===== src/rtl/exe_pkg.sv =====
// Shared encodings for the execute stage: ALU commands, shift types, NZCV
// bit positions and forwarding-select codes.
package exe_pkg;

  localparam logic [3:0] EXE_MOV = 4'b0001;
  localparam logic [3:0] EXE_MVN = 4'b1001;
  localparam logic [3:0] EXE_ADD = 4'b0010;
  localparam logic [3:0] EXE_ADC = 4'b0011;
  localparam logic [3:0] EXE_SUB = 4'b0100;
  localparam logic [3:0] EXE_SBC = 4'b0101;
  localparam logic [3:0] EXE_AND = 4'b0110;
  localparam logic [3:0] EXE_ORR = 4'b0111;
  localparam logic [3:0] EXE_EOR = 4'b1000;

  typedef enum logic [1:0] {
    SH_LSL = 2'b00,
    SH_LSR = 2'b01,
    SH_ASR = 2'b10,
    SH_ROR = 2'b11
  } shiftType_t;

  localparam int FLAG_N = 3;
  localparam int FLAG_Z = 2;
  localparam int FLAG_C = 1;
  localparam int FLAG_V = 0;

  localparam logic [1:0] FWD_REG = 2'b00;
  localparam logic [1:0] FWD_MEM = 2'b01;
  localparam logic [1:0] FWD_WB  = 2'b10;

  // An amount of 0 returns the value unchanged: v << 32 evaluates to zero.
  function automatic logic [31:0] rotateRight(input logic [31:0] v, input logic [4:0] amt);
    return (v >> amt) | (v << (6'd32 - {1'b0, amt}));
  endfunction

endpackage


===== src/rtl/val2_gen.sv =====
// Operand-2 generator: rotated 8-bit immediate, 12-bit memory offset, or
// Rm shifted by an immediate amount. Purely combinational.
module val2_gen
  import exe_pkg::*;
#(
  parameter int DATA_W = 32
) (
  input  logic              imm,
  input  logic              memAccess,
  input  logic [11:0]       shiftOp,
  input  logic [DATA_W-1:0] rmVal,
  output logic [DATA_W-1:0] val2
);

  logic [4:0] shiftAmt;
  shiftType_t shiftType;

  assign shiftAmt  = shiftOp[11:7];
  assign shiftType = shiftType_t'(shiftOp[6:5]);

  always_comb begin
    // NOTE: every output of a combinational block gets a default first so no path can infer a latch.
    val2 = '0;
    if (imm) begin
      val2 = rotateRight({{(DATA_W-8){1'b0}}, shiftOp[7:0]}, {shiftOp[11:8], 1'b0});
    end else if (memAccess) begin
      val2 = {{(DATA_W-12){1'b0}}, shiftOp};
    end else begin
      case (shiftType)
        SH_LSL:  val2 = rmVal << shiftAmt;
        SH_LSR:  val2 = rmVal >> shiftAmt;
        SH_ASR:  val2 = $signed(rmVal) >>> shiftAmt;
        SH_ROR:  val2 = rotateRight(rmVal, shiftAmt);
        default: val2 = rmVal;
      endcase
    end
  end

endmodule


===== src/rtl/exe_stage.sv =====
// Execute stage: operand forwarding, operand 2, ALU, branch target and the
// architectural NZCV register. Define FORWARDING_EN to enable the operand muxes.
module exe_stage
  import exe_pkg::*;
#(
  parameter int         DATA_W     = 32,
  parameter logic [3:0] STATUS_RST = 4'b0000
) (
  input  logic              clk,
  input  logic              rst,
  input  logic [3:0]        exe_cmd_in,
  input  logic              mem_r_en_in,
  input  logic              mem_w_en_in,
  input  logic              wb_en_in,
  input  logic              s_in,
  input  logic              b_in,
  input  logic              carry_in,
  input  logic [DATA_W-1:0] pc_in,
  input  logic [DATA_W-1:0] rn_val_in,
  input  logic [DATA_W-1:0] rm_val_in,
  input  logic              imm_in,
  input  logic [11:0]       shift_op_in,
  input  logic [23:0]       signed_imm_in,
  input  logic [3:0]        dest_in,
  input  logic [1:0]        sel_src1,
  input  logic [1:0]        sel_src2,
  input  logic [DATA_W-1:0] mem_alu_res,
  input  logic [DATA_W-1:0] wb_value,
  output logic [DATA_W-1:0] alu_res,
  output logic [DATA_W-1:0] st_val,
  output logic [DATA_W-1:0] br_addr,
  output logic              br_taken,
  output logic [3:0]        status,
  output logic              mem_r_en,
  output logic              mem_w_en,
  output logic              wb_en,
  output logic [3:0]        dest
);

  logic [DATA_W-1:0] rnSrc;
  logic [DATA_W-1:0] rmSrc;
  logic [DATA_W-1:0] val2;
  logic [DATA_W-1:0] opB;
  logic [DATA_W:0]   addSum;
  logic [DATA_W-1:0] logicRes;
  logic [DATA_W-1:0] aluResult;
  logic [3:0]        nextStatus;
  logic [3:0]        statusReg;
  logic              isArith;
  logic              isLogic;
  logic              invertB;
  logic              addCin;

`ifdef FORWARDING_EN
  always_comb begin
    case (sel_src1)
      FWD_MEM: rnSrc = mem_alu_res;
      FWD_WB:  rnSrc = wb_value;
      default: rnSrc = rn_val_in;
    endcase
    case (sel_src2)
      FWD_MEM: rmSrc = mem_alu_res;
      FWD_WB:  rmSrc = wb_value;
      default: rmSrc = rm_val_in;
    endcase
  end
`else
  logic unusedFwd;
  assign rnSrc     = rn_val_in;
  assign rmSrc     = rm_val_in;
  assign unusedFwd = ^{sel_src1, sel_src2, mem_alu_res, wb_value};
`endif

  val2_gen #(.DATA_W(DATA_W)) u_val2_gen (
    .imm       (imm_in),
    .memAccess (mem_r_en_in | mem_w_en_in),
    .shiftOp   (shift_op_in),
    .rmVal     (rmSrc),
    .val2      (val2)
  );

  // Subtraction reuses the adder as Rn + ~val2 + cin, so the carry out is NOT borrow.
  always_comb begin
    isArith  = 1'b0;
    isLogic  = 1'b0;
    invertB  = 1'b0;
    addCin   = 1'b0;
    logicRes = '0;
    case (exe_cmd_in)
      EXE_MOV: begin isLogic = 1'b1; logicRes = val2;          end
      EXE_MVN: begin isLogic = 1'b1; logicRes = ~val2;         end
      EXE_AND: begin isLogic = 1'b1; logicRes = rnSrc & val2;  end
      EXE_ORR: begin isLogic = 1'b1; logicRes = rnSrc | val2;  end
      EXE_EOR: begin isLogic = 1'b1; logicRes = rnSrc ^ val2;  end
      EXE_ADD: begin isArith = 1'b1;                           end
      EXE_ADC: begin isArith = 1'b1; addCin = carry_in;        end
      EXE_SUB: begin isArith = 1'b1; invertB = 1'b1; addCin = 1'b1;     end
      EXE_SBC: begin isArith = 1'b1; invertB = 1'b1; addCin = carry_in; end
      default: ;
    endcase
  end

  assign opB    = invertB ? ~val2 : val2;
  assign addSum = {1'b0, rnSrc} + {1'b0, opB} + {{DATA_W{1'b0}}, addCin};

  always_comb begin
    aluResult  = '0;
    nextStatus = statusReg;
    if (isArith) begin
      aluResult          = addSum[DATA_W-1:0];
      nextStatus[FLAG_N] = aluResult[DATA_W-1];
      nextStatus[FLAG_Z] = (aluResult == '0);
      nextStatus[FLAG_C] = addSum[DATA_W];
      nextStatus[FLAG_V] = (rnSrc[DATA_W-1] == opB[DATA_W-1]) &&
                           (aluResult[DATA_W-1] != rnSrc[DATA_W-1]);
    end else if (isLogic) begin
      aluResult          = logicRes;
      nextStatus[FLAG_N] = aluResult[DATA_W-1];
      nextStatus[FLAG_Z] = (aluResult == '0);
    end
  end

  always_ff @(posedge clk) begin
    // NOTE: state registers use non-blocking assignment so every flop samples pre-edge values.
    if (rst) begin
      statusReg <= STATUS_RST;
    end else if (s_in) begin
      statusReg <= nextStatus;
    end
  end

  assign alu_res  = aluResult;
  assign st_val   = rmSrc;
  assign br_addr  = pc_in + {{6{signed_imm_in[23]}}, signed_imm_in, 2'b00};
  assign br_taken = b_in;
  assign status   = statusReg;
  assign mem_r_en = mem_r_en_in;
  assign mem_w_en = mem_w_en_in;
  assign wb_en    = wb_en_in;
  assign dest     = dest_in;

endmodule


===== config.mk =====
export PLATFORM = sky130hd
export DESIGN_NAME = exe_stage
export DESIGN_NICKNAME = d
export VERILOG_FILES = /design/src/rtl/exe_pkg.sv /design/src/rtl/val2_gen.sv /design/src/rtl/exe_stage.sv
export SDC_FILE = /design/constraint.sdc
export NUM_CORES = 1
export LEC_CHECK = 0
export BUFFER_PORTS_ARGS = -buffer_cell sky130_fd_sc_hd__buf_2
export CELL_PAD_IN_SITES_DETAIL_PLACEMENT = 1
export CELL_PAD_IN_SITES_GLOBAL_PLACEMENT = 2
export CORE_ASPECT_RATIO = 2
export CORE_MARGIN = 10
export CORE_UTILIZATION = 30
export DETAILED_ROUTE_END_ITERATION = 10
export PLACE_DENSITY = 0.79
export SETUP_SLACK_MARGIN = 0.4
export SLEW_MARGIN = 10
export SYNTH_ARGS = -nofsm -noshare
export SYNTH_HDL_FRONTEND = slang
export SYNTH_SLANG_ARGS = --single-unit

===== constraint.sdc =====
create_clock -name clk -period 8.65 [get_ports clk]
set_input_delay 0.865 -clock clk [delete_from_list [all_inputs] [get_ports clk]]
set_output_delay 0.865 -clock clk [all_outputs]
set_load 0.03 [all_outputs]

### Word level (Yosys, flattened, before mapping)

Index checks and enable logic that the tools add are counted.
W data, S select, Z words.

* register bits: 4
* latch bits: 0
* RAM bits: 0
* bits in read-only memories: 0
* bits of input ports: 217
* output and inout port bits: 108
* word-level logic and storage cells: 58
* memories: 0

* $add $sub $neg: 5
* multipliers: 0
* div/mod/pow operators: 0
* $lt $le $gt $ge: 0
* eq/ne operators: 14
* shift operators: 6
* multiplexer cells: 13
* bitwise gates (word level): 7
* reduce and logical (&&, ||, !) cells: 11

Operator list (count)
* $mux W32: 5
* $pmux W32 S5: 1
* $pmux W32 S4: 1
* $or A32 B32 Y32: 3
* $logic_not A32 Y1: 2
* $add A32 B32 Y33: 1
* $add A33 B1 Y33: 1
* $add A32 B32 Y32: 1
* $and A32 B32 Y32: 1
* $not A32 Y32: 1
* $shl A32 B5 Y32: 1
* $shl A32 B6 Y32: 1
* $shl A8 B6 Y32: 1
* $shr A32 B5 Y32: 1
* $shr A8 B5 Y32: 1
* $sshr A32 B5 Y32: 1
* $xor A32 B32 Y32: 1
* $eq A4 B3 Y1 const B: 4
* $sub A6 B5 Y6 const A: 2
* $eq A4 B2 Y1 const B: 2
* $eq A4 B4 Y1 const B: 2
* $reduce_or A5 Y1: 1
* $eq A2 B2 Y1 const B: 2
* $eq A4 B1 Y1 const B: 1
* 13 further kinds: 18

### Depth between registers and ports, before layout

* depth after elaboration: 12
* depth in mapped cells: 29
* gate-level depth less buffers: 23

### Modules after synthesis

Synthesis repeated with hierarchy kept, for this count alone.

* cells, all modules: 1956
* area total of the unflattened synthesis: 14792.9 µm²

By module, submodules not included
* val2_gen: instances 1, cells each 1010, area each 7938.9 µm², seq. area each 0.0 µm²
* exe_stage: instances 1, cells each 946, area each 6854.1 µm², seq. area each 80.1 µm²

### Worst setup path after synthesis

Ideal clock, no wire load.

* kind: input-to-output
* start: in shift_op_in[9]
* end: out alu_res[28]
* arrival time: 6.437 ns
* required time: 7.785 ns
* setup slack: 1.348 ns
* stages: 26
* buffers on the path: 5
* cells stage by stage: buf_2 -> inv_2 -> buf_2 -> buf_2 -> buf_1 -> ha_1 -> and2b_1 -> clkbuf_1 -> xnor2_1 -> nor4_1 -> a221oi_1 -> o31ai_1 -> inv_1 -> xnor2_1 -> fa_1 -> inv_1 -> fa_1 -> nor2b_1 -> o21a_1 -> o2111a_1 -> o2111ai_1 -> a21oi_1 -> or3_1 -> a21oi_1 -> xor2_1 -> o21ai_0

* longest elaborated chain between the ends: 11
* elaborated cells between the ends (all ways): 23
* classes of those cells: 4 x add/sub; 6 x shift; 7 x mux; 6 x bitwise

RTL lines
* start: declaration: line exe_stage.sv:22 `input logic [11:0] shift_op_in,`
* $sub A6 B5 Y6: line exe_pkg.sv:33 `return (v >> amt) | (v << (6'd32 - {1'b0, amt}));`
* $shl A32 B6 Y32: line exe_pkg.sv:33
* $or A32 B32 Y32: line exe_pkg.sv:33
* $pmux W32 S4: line val2_gen.sv:29 `case (shiftType)`
* $mux W32: line val2_gen.sv:26 `end else if (memAccess) begin`
* $mux W32 (*): line val2_gen.sv:24 `if (imm) begin`
* $not A32 Y32: line exe_stage.sv:91, exe_stage.sv:103
* $mux W32: line exe_stage.sv:103 `assign opB = invertB ? ~val2 : val2;`
* $add A32 B32 Y33: line exe_stage.sv:104 `assign addSum = {1'b0, rnSrc} + {1'b0, opB} + {{DATA_W{1'b0}}, addCin};`
* $add A33 B1 Y33: line exe_stage.sv:104
* $mux W32 (*): line exe_stage.sv:109 `if (isArith) begin`
* end: declaration: line exe_stage.sv:29 `output logic [DATA_W-1:0] alu_res,`

Mark *: on every way between the ends. The rest lies on a longest branch, timed or not.

### Worst setup path in the final report

* start: in shift_op_in[8]
* end: out alu_res[30]

The elaborated chain is that of the path after synthesis.

==> results.yml <==
outcome:
  outcome: "complete, no violations"
global_route:
  grt_max_degree: 108
  grt_usage: 0.306
  globalRouteOverflowTotal: 0
  grt_pass1_wl_mm: 134
  grt_pass1_vias: 18700
  antenna_found_initial: 4
power_and_ir_drop:
  clkPwrFrac: 0.041
  power_frac_comb: 0.947
  switching_power_mw: 1.05
  internal_power_uw: 671
  ir_worst_vdd_v: 0.0000506
  switching_share: 0.610
  p_per_area_nw_per_um2: 101
  power.leakage_nw: 7.30
  seqPwrFrac: 0.012
sta:
  worst_pin_slew_ns: 1.34
  tns_ns: 0
  fmax_mhz: 124
  maxSlewHeadroom: 0.102
  fin_skew_ns: 0
  hold_viol: 0
  setup_viol: 0
  rsz0062_at_grt: "yes"
  holdWs_ns: 0.491
  maxSlewViolCount: 0
  finalCritPeriodShare: 0.935
  finalCriticalPeriod_ns: 8.08
floorplan:
  die_h_um: 335
  rows: 115
  start_util: 0.303
  num_io_pins: 325
  core_area_sq_um: 49200
  die-area_sq_um: 59600
  die_x_um: 178
setup_path:
  critPathKind: "primary input to output port"
  critical-path-slowest-cell: "o31ai_1"
  setup.worst_path.start_class: "primary input"
  worstReg2RegStart: "status[2]"
  required_ns: 7.79
  cp_cell_sequence: "buf_4, clkinv_2, ha_1, buf_4, or2_2, o31ai_1, nand2_1, or2_2, nand4_1, inv_1, xnor2_1, ha_1, a21o_1, a21o_1, or3_1, o2111ai_1, a21oi_1, nor4_1, o211ai_1, o41ai_1, o21ai_0, o311ai_0, buf_2"
  slowest_delay_ns: 0.81
  end_kind: "output port"
  cp_num_buf_inv: 5
  arrival_ns: 7.22
  startpoint: "shift_op_in[8]"
  critPathTopFamily: "compound AO/OA/AOI/OAI gates"
  cp_max_fo: 11
clocking:
  clock_path_buffers: 2
  cts_max_level: 1
  clock_sinks: 4
  clock-root-buffer: "clkbuf_16"
  cts_resized: 0
  clk_latency_ns: 0.22
  cts_buffers: 3
  post_cts_buffers: 0
  cts_tree: "done"
  holdBufCountCts: 0
  clkTransAtPathRegs_ns: 0.03
cells_and_area:
  final_common_cell: "buf_2"
  multi_input_area_sq_um: 13300
  final_layout_size_suffix_gt1_frac: 0.276
  final_cell_mix: "buf_2, buf_4, nor2_1"
  final_nets: 2481
  area_delta_synth_final_pct: 14.5
  largest_reg_flops: 4
  n_fill_cell: 6108
  seq_area_sq_um: 80.1
logic_synthesis:
  syn_nets: 2298
  syn_area_sq_um: 14900
  synth_edf_count: 0
  async_flop_share: 0
  synth_flop_cell: "dfxtp_1"
  seq_area_frac_synth: 0.00537
  synthCells: 1951
  post_synth.cell_area_avg_sq_um: 7.65
  ys.warnings.count: 0
  ys_seq_elements: 4
  synthDistinctLibCells: 99
place:
  port_buffers: 240
  place.gp.congestion: 1.03
  hpwl_mm: 77.9
route:
  drc: 0
  drtIter0Drc: 1262
  vias: 17900
  wirelength_mm: 95.0
  vias_per_cell: 6.45
  wire_per_inst_um: 34.2
  first_pass_iters: 5
  antenna_left: 0
min_path:
  hp-class: "register to register"
  min_from: "status[1]"
flow_run:
  drv_cap: 0
per-stage QoR:
| step | util | area (sq um) | instances | worst slack, ns | total power, mW |
|---|---|---|---|---|---|
| final | 0.347 | 17100 | 2777 | 0.566 | 1.72 |
| after global routing | 0.347 | 17100 | 2775 | 0.289 | 1.82 |
| after CTS | 0.347 | 17100 | 2775 | 0.688 | 1.70 |
| after detailed placement | 0.345 | 17000 | 2772 | 0.730 | 1.62 |
| after global placement | 0.345 | 17000 | 2772 | 0.853 | 1.59 |
| after floorplan | - | 14900 | 1951 | 1.35 | 1.03 |
logic make-up after synthesis:
family                     share of synthesized area
AOI/OAI and AO/OA                              0.283
adders and majority gates                      0.110
buffers and inverters                          0.105
xor gates and xnor gates                      0.0639
DFF                                          0.00537
and+or+nand+nor                                0.188
muxes                                          0.245
final cells by class:
type,count,area share
Multi-Input combinational cell,1629,0.779
Timing Repair Buffer,394,0.142
Tap cell,643,0.0471
Inverter,102,0.0227
Sequential cell,4,0.00469
Clock buffer,3,0.00439
Antenna cell,2,0.000293
layer usage:
layer / global-route usage / wire [um]
met1: 0.287 / 30600
met2: 0.557 / 48100
met3: 0.0401 / 5200
met4: 0.286 / 11000
met5: 0 / 45
cell usage after synthesis (all sizes together), types with 22 or more instances:
cell    number  share of area
xor2        34          0.020
mux2i       69          0.046
buf        112          0.053
xnor2       74          0.044
nand4       24          0.010
or2         22         0.0092
inv        101          0.025
nand3       57          0.019
ha         127           0.11
clkbuf     104          0.026
nand2      132          0.033
and2        22         0.0092
a211oi      25          0.013
nor2       137          0.034
mux4        99           0.15
mux2        61          0.046
a21oi      112          0.038
a221o       34          0.023
a22oi       22          0.011
o21ai      125          0.042
nor3        41          0.014
a21o        25          0.013
a31oi       26          0.011
o211ai      29          0.015
power groups by stage:
stage                     sequential, mW  clock (mW)  combinational, mW
after CTS                         0.0200      0.0725               1.60
after floorplan                   0.0219           0               1.00
after global routing              0.0201      0.0745               1.73
after detailed placement          0.0202           0               1.60
after global placement            0.0202           0               1.57
final                             0.0200      0.0713               1.63
worst min-delay path: stages (launching register included):
cell	delay, ns
dfxtp_1	0.32
a21oi_1	0.07
nor2_1	0.07
worst paths after layout:
path,endpoint,slack (ns),cells after the start
min reg2reg,status[1],0.49,2
max reg2reg,status[2],5.61,10
max,alu_res[30],0.57,23
min,status[1],0.49,2
No activity file was read; power rests on OpenSTA's default activity.
